$ cat src/rtl/mem_arb_pkg.sv
// Shared types, default address window and helper for the RAM port arbiter.
package mem_arb_pkg;

  typedef enum logic [1:0] {
    IDLE  = 2'd0,
    ISSUE = 2'd1,
    RESP  = 2'd2
  } state_t;

  typedef enum logic {
    PORT_I = 1'b0,
    PORT_D = 1'b1
  } port_t;

  localparam logic [31:0] DEF_BASE_ADDR  = 32'hBFC00000;
  localparam logic [31:0] DEF_SIZE_BYTES = 32'h00400000;

  // Wide enough for the largest legal MAX_CONSEC (15).
  localparam int CNT_W = 4;

  // Window hit by wrap-around subtraction: an address below the base wraps
  // to a huge offset and therefore misses.
  function automatic logic addr_in_window(input logic [31:0] addr,
                                          input logic [31:0] base,
                                          input logic [31:0] size);
    return (addr - base) < size;
  endfunction

endpackage

$ cat src/rtl/mem_arb_pick.sv
// Winner selection between the instruction and data ports, with a counter
// that bounds how long a waiting instruction fetch can be passed over.
module mem_arb_pick
  import mem_arb_pkg::*;
#(
  parameter int MAX_CONSEC = 4
) (
  input  logic clk,
  input  logic rst_n,
  input  logic arb_en,
  input  logic i_req,
  input  logic d_req,
  output logic i_gnt,
  output logic d_gnt
);

  localparam logic [CNT_W-1:0] MAX_CNT = CNT_W'(MAX_CONSEC);

  logic [CNT_W-1:0] consec_cnt_reg;
  logic             i_starved;

  assign i_starved = (consec_cnt_reg == MAX_CNT);

  // Data has priority unless the instruction port has already been passed over MAX_CONSEC times.
  always_comb begin
    i_gnt = 1'b0;
    d_gnt = 1'b0;
    if (arb_en) begin
      if (d_req && !(i_req && i_starved)) begin
        d_gnt = 1'b1;
      end else if (i_req) begin
        i_gnt = 1'b1;
      end
    end
  end

  // Count data grants taken while an instruction fetch waits; saturating.
  always_ff @(posedge clk) begin
    if (!rst_n) begin
      consec_cnt_reg <= '0;
    end else if (i_gnt || !i_req) begin
      consec_cnt_reg <= '0;
    end else if (d_gnt && !i_starved) begin
      consec_cnt_reg <= consec_cnt_reg + CNT_W'(1);
    end
  end

endmodule

$ cat src/rtl/mem_port_arbiter.sv
// Shares one byte-enabled 32-bit RAM between the instruction-fetch and data
// ports: arbitrates, registers the winning request onto the RAM port, checks
// the address window and returns a one-cycle response two cycles after grant.
module mem_port_arbiter
  import mem_arb_pkg::*;
#(
  parameter logic [31:0] BASE_ADDR  = DEF_BASE_ADDR,
  parameter logic [31:0] SIZE_BYTES = DEF_SIZE_BYTES,
  parameter int          MAX_CONSEC = 4
) (
  input  logic        clk,
  input  logic        rst_n,
  input  logic        i_req,
  input  logic [31:0] i_addr,
  output logic        i_gnt,
  output logic        i_rvalid,
  output logic [31:0] i_rdata,
  output logic        i_err,
  input  logic        d_req,
  input  logic [31:0] d_addr,
  input  logic        d_we,
  input  logic [31:0] d_wdata,
  input  logic [3:0]  d_be,
  output logic        d_gnt,
  output logic        d_rvalid,
  output logic [31:0] d_rdata,
  output logic        d_err,
  output logic [31:0] ram_a,
  output logic        ram_we,
  output logic [31:0] ram_wd,
  output logic [3:0]  ram_be,
  input  logic [31:0] ram_rd
);

  state_t      state_reg;
  state_t      state_next;
  port_t       port_reg;
  logic [31:0] addr_reg;
  logic [31:0] wdata_reg;
  logic        we_reg;
  logic [3:0]  be_reg;

  logic        arb_en;
  logic        any_gnt;
  logic        in_win;
  logic        issue;
  logic        resp;
  logic [31:0] resp_data;

  // Grants are only offered when the RAM port is free for a new request, and
  // never while reset is asserted (such a grant would be discarded).
  assign arb_en  = rst_n && ((state_reg == IDLE) || (state_reg == RESP));
  assign any_gnt = i_gnt | d_gnt;

  mem_arb_pick #(
    .MAX_CONSEC (MAX_CONSEC)
  ) u_pick (
    .clk    (clk),
    .rst_n  (rst_n),
    .arb_en (arb_en),
    .i_req  (i_req),
    .d_req  (d_req),
    .i_gnt  (i_gnt),
    .d_gnt  (d_gnt)
  );

  // Sequencing: a grant always leads to ISSUE, ISSUE to RESP; RESP may regrant.
  always_comb begin
    state_next = state_reg;
    case (state_reg)
      IDLE:    state_next = any_gnt ? ISSUE : IDLE;
      ISSUE:   state_next = RESP;
      RESP:    state_next = any_gnt ? ISSUE : IDLE;
      default: state_next = IDLE;
    endcase
  end

  // State register and capture of the winning request on the grant edge.
  always_ff @(posedge clk) begin
    if (!rst_n) begin
      state_reg <= IDLE;
      port_reg  <= PORT_I;
      addr_reg  <= '0;
      wdata_reg <= '0;
      we_reg    <= 1'b0;
      be_reg    <= '0;
    end else begin
      state_reg <= state_next;
      if (i_gnt) begin
        port_reg  <= PORT_I;
        addr_reg  <= i_addr;
        wdata_reg <= '0;
        we_reg    <= 1'b0;
        be_reg    <= 4'b1111;
      end else if (d_gnt) begin
        port_reg  <= PORT_D;
        addr_reg  <= d_addr;
        wdata_reg <= d_wdata;
        we_reg    <= d_we;
        be_reg    <= d_be;
      end
    end
  end

  assign in_win = addr_in_window(addr_reg, BASE_ADDR, SIZE_BYTES);
  assign issue  = (state_reg == ISSUE);
  assign resp   = (state_reg == RESP);

  // RAM side: the address simply holds between accesses; strobes only in ISSUE
  // and only for in-window accesses.
  assign ram_a  = addr_reg;
  assign ram_wd = wdata_reg;
  assign ram_we = issue && we_reg && in_win;
  assign ram_be = (issue && in_win) ? be_reg : 4'b0000;

  // Response routing: writes and out-of-window accesses return zero data.
  always_comb begin
    resp_data = (in_win && !we_reg) ? ram_rd : 32'h0;
    i_rvalid  = resp && (port_reg == PORT_I);
    d_rvalid  = resp && (port_reg == PORT_D);
    i_err     = i_rvalid && !in_win;
    d_err     = d_rvalid && !in_win;
    i_rdata   = i_rvalid ? resp_data : 32'h0;
    d_rdata   = d_rvalid ? resp_data : 32'h0;
  end

endmodule

$ cat config.mk
export PLATFORM = sky130hd
export DESIGN_NAME = mem_port_arbiter
export DESIGN_NICKNAME = d
export VERILOG_FILES = /design/src/rtl/mem_arb_pkg.sv /design/src/rtl/mem_arb_pick.sv /design/src/rtl/mem_port_arbiter.sv
export SDC_FILE = /design/constraint.sdc
export NUM_CORES = 1
export LEC_CHECK = 0
export ABC_AREA = 1
export CORE_AREA = 2 2 108 110
export CTS_CLUSTER_SIZE = 24
export DETAILED_ROUTE_END_ITERATION = 10
export DIE_AREA = 0 0 110 112
export DONT_BUFFER_PORTS = 1
export GPL_ROUTABILITY_DRIVEN = 0
export GPL_TIMING_DRIVEN = 0
export MAX_ROUTING_LAYER = met4
export PLACE_DENSITY = 0.6
export SLEW_MARGIN = 20
export SYNTH_ARGS = -nofsm -noshare
export SYNTH_HDL_FRONTEND = slang
export SYNTH_HIERARCHICAL = 1
export SYNTH_SLANG_ARGS = --single-unit
$ cat constraint.sdc
create_clock -name clk -period 2.1 [get_ports clk]
set_input_delay 0.21 -clock clk [delete_from_list [all_inputs] [get_ports clk]]
set_output_delay 0.21 -clock clk [all_outputs]
set_load 0.01 [all_outputs]
==> results by group <==
Run status
  • Status: finished, final reports clean

Critical path
  • CP arrival: 1790 ps
  • R2R Setup Slk: 180 ps
  • Critical path depth in cells: 6
  • CP Launch Point: ram_a[23]
  • Cell family with the largest share of critical-path delay: simple AND/OR/NAND/NOR gates
  • CP cell instances: nand2_1, nor2_2, nand2_2, nor2_8, nand3_1, nor2_1
  • Crit path kind: flop to primary output
  • Startpoint types: flop
  • Max FO, Critical Path: 8
  • CP bufs+invs: 0
  • Slowest stage cell, crit path: dfxtp_1
  • Crit-path max cell delay: 410 ps
  • Reg2reg start: u_pick/consec_cnt_reg[1]
  • Nature of the critical path endpoint: primary output
  • Reg2Reg Depth: 9
  • WP data required: 1890 ps
  • R2r endpoint: ram_a[15]

Routing
  • Initial DRC Count: 197
  • Final wirelength: 12600 um
  • Drt pass-1 iters: 4
  • Via count: 3593
  • Wire per inst: 18.4 um
  • Drt drc: 0
  • Via density: 5.23
  • Routed Antenna Nets: 0

Synthesis
  • Post-synth EDFFs: 0
  • Unique masters post-synth: 29
  • Most common flop cell mapped by yosys: dfxtp_1
  • Post-Syn Nets: 666
  • Post-Synth XOR/XNOR Area: 0%
  • #FFs+latches synth: 76
  • Multiplexer area fraction after synthesis: 0%
  • Simple-Gate Fraction of Synth Area: 39.8%
  • Main combinational cell family by area after synthesis: simple AND/OR/NAND/NOR gates
  • Adder-Cell Fraction of Synth Area: 0.654%
  • Synth Area in Compound Gates: 10.3%
  • Avg Inst Size Synth: 7.26 um^2
  • Yosys warns: 6
  • Seq/Total Area, Yosys: 39.8%
  • Post-Syn Area: 3830 um^2
  • Ys async rst share: 0%
  • Cells after Synth: 527

Cells and area
  • Layout cells sized above 1: 19.5%
  • Synth-to-layout area growth: 14.8%
  • Fill cells: 1169
  • Design area: 4400 um^2
  • Ant diodes: 0
  • Fin cells: 687
  • Final nets: 678
  • Post-layout util: 39.3%

Die
  • Top-level I/O count: 276
  • Die Wd: 110 um
  • Core ar.: 11200 um^2
  • Die ar.: 12300 um^2
  • Initial Utilization: 34.3%
  • Die height: 112 um
  • Row count: 39

Pwr
  • Max VDD drop: 0.505 mV
  • Leak pwr: 1.48 nW
  • Total power draw: 3.57 mW
  • PD cells: 812 nW/um^2

Clock tree
  • Cts hold-fix bufs: 0
  • Reg clk slew, reported paths: 60 ps
  • Inserted Clock Buffers: 9
  • TritonCTS Sinks: 76
  • CTS tree: yes
  • Clock Latency Late Sink: 320 ps
  • CTS Buffer Depth: 2
  • Htree depth: 3
  • Clock root buffer: clkbuf_16

STA
  • Worst Tran Pin Value: 382 ps
  • Post-route setup slack: 96.4 ps
  • Fin. max-slew vios: 0
  • Tcrit/Tclk final: 95.4%
  • Clk_skew: 2.98 ps
  • Worst slew margin: 74.5%
  • Final setup fails: 0
  • Clock period minus worst slack: 2000 ps
  • Fmax: 499 MHz
  • Final Hold Vio Count: 0
  • Setup TNS: 0 ps
  • Hold Slack: 27.7 ps
  • RSZ-0062 raised after global routing: true

Global routing
  • First-pass GRT wire length: 18600 um
  • GRT Total Usage: 20.4%
  • Total gr overflow: 0
  • Largest net degree at the start of global routing: 15
  • Vias in the first global route: 3469
  • Initial antenna violation count: 0

Place
  • Detailed Place HPWL: 9970 um
  • Port buffer count: 0
  • Post-Place Setup Slack: -344 ps
  • Cell total after placement: 670
  • Post-DP Area: 4010 um^2

Worst hold path
  • Worst Hold Class: input pin to flop
  • Hold Path Depth: 2
  • Worst Min Path Start: d_wdata[15]
  • Hold path endpoint: ram_wd[15]

Run
  • Max-Cap Viols: 0
[cell usage in the layout, fill, tap and decap left out, types with 3 or more instances in the layout]
cell        instances
nor3_1             64
nand2_1            85
inv_2               5
buf_6               4
nor2_2              8
nand3_4             3
buf_12              3
nand3_2            26
nor2_1            108
clkinvlp_4          3
buf_4               6
dfxtp_1            76
clkbuf_8            3
clkbuf_16           9
buf_2              18
a21oi_1            39
o21ai_1             9
clkbuf_1            3
nand3_1             7
inv_1              16
o21ai_0            26
[worst reg2reg max path, cell delays in order, from the launching register on]
cell	delay (ps)
dfxtp_1	330
inv_1	110
ha_4	170
nand4_4	150
a21oi_4	330
buf_6	190
inv_2	80
buf_2	190
o21ai_0	190
nor3_1	80
[how the worst max path moves through the flow]
stage	to	slack, ps
global route	ram_be[0]	-40
floorplan	port_reg	320
CTS	ram_a[10]	-5
global placement	port_reg	-310
finish	ram_be[1]	100
detailed placement	ram_wd[30]	-340
[metal layers]
layer  vias to the layer above  track usage (%)  wire length [um]
li1                       1757                -                 -
met1                      1644             21.9              4810
met2                       188             35.9              6560
met3                         4             6.56              1180
met4                         0             4.98                65
met5                         -                -                 0
[synth_stat cells (2+ instances only)]
library cell	count	area share, %
clkbuf_8	3	1.1
nor3_1	64	8.4
nand3_1	7	0.92
nor3_2	2	0.52
a21oi_1	39	5.1
buf_12	3	1.6
dfxtp_1	76	40
nand2_1	86	8.4
nor2_2	6	0.98
nand3_2	27	7.1
buf_4	4	0.78
clkbuf_1	6	0.59
nand3_4	2	0.92
buf_2	23	3.0
inv_2	2	0.20
a211oi_1	2	0.39
o21ai_1	5	0.65
inv_1	19	1.9
ha_1	2	0.65
nor2_1	111	11
o21ai_0	30	3.9
[cell families (layout without fill, tap and decap cells)]
logic type               count (synthesis)  count (layout)
buffers and inverters                   62              79
adder cells (fa/ha/maj)                  2               2
AO/OA/AOI/OAI                           77              77
AND/OR/NAND/NOR                        310             310
flip-flops                              76              76
[what timing repair did]
item,4_1_cts,5_1_grt
cloned,0,0
pin swaps,0,1
gates resized for setup,9,21
endpoints found under the setup margin,60,74
setup buffers,0,1
[final cells by class]
class	instances	area (um^2)	area share [%]
inverter	22	82.6	1.88
timing repair buffer	1	7.51	0.171
multi-input combinational	389	1990	45.4
buffer	40	310	7.06
tap	143	179	4.07
sequential	76	1520	34.6
clock inverter	7	75.1	1.71
clock buffer	9	225	5.12
[power by group]
part,leakage [nW],internal (mW),total [mW],switching (mW)
registers,0.624,1.54,1.65,0.114
logic,0.720,0.129,0.364,0.235
clock network,0.138,0.926,1.55,0.628
total,1.48,2.59,3.57,0.977
No activity file was read; power rests on OpenSTA's default activity.
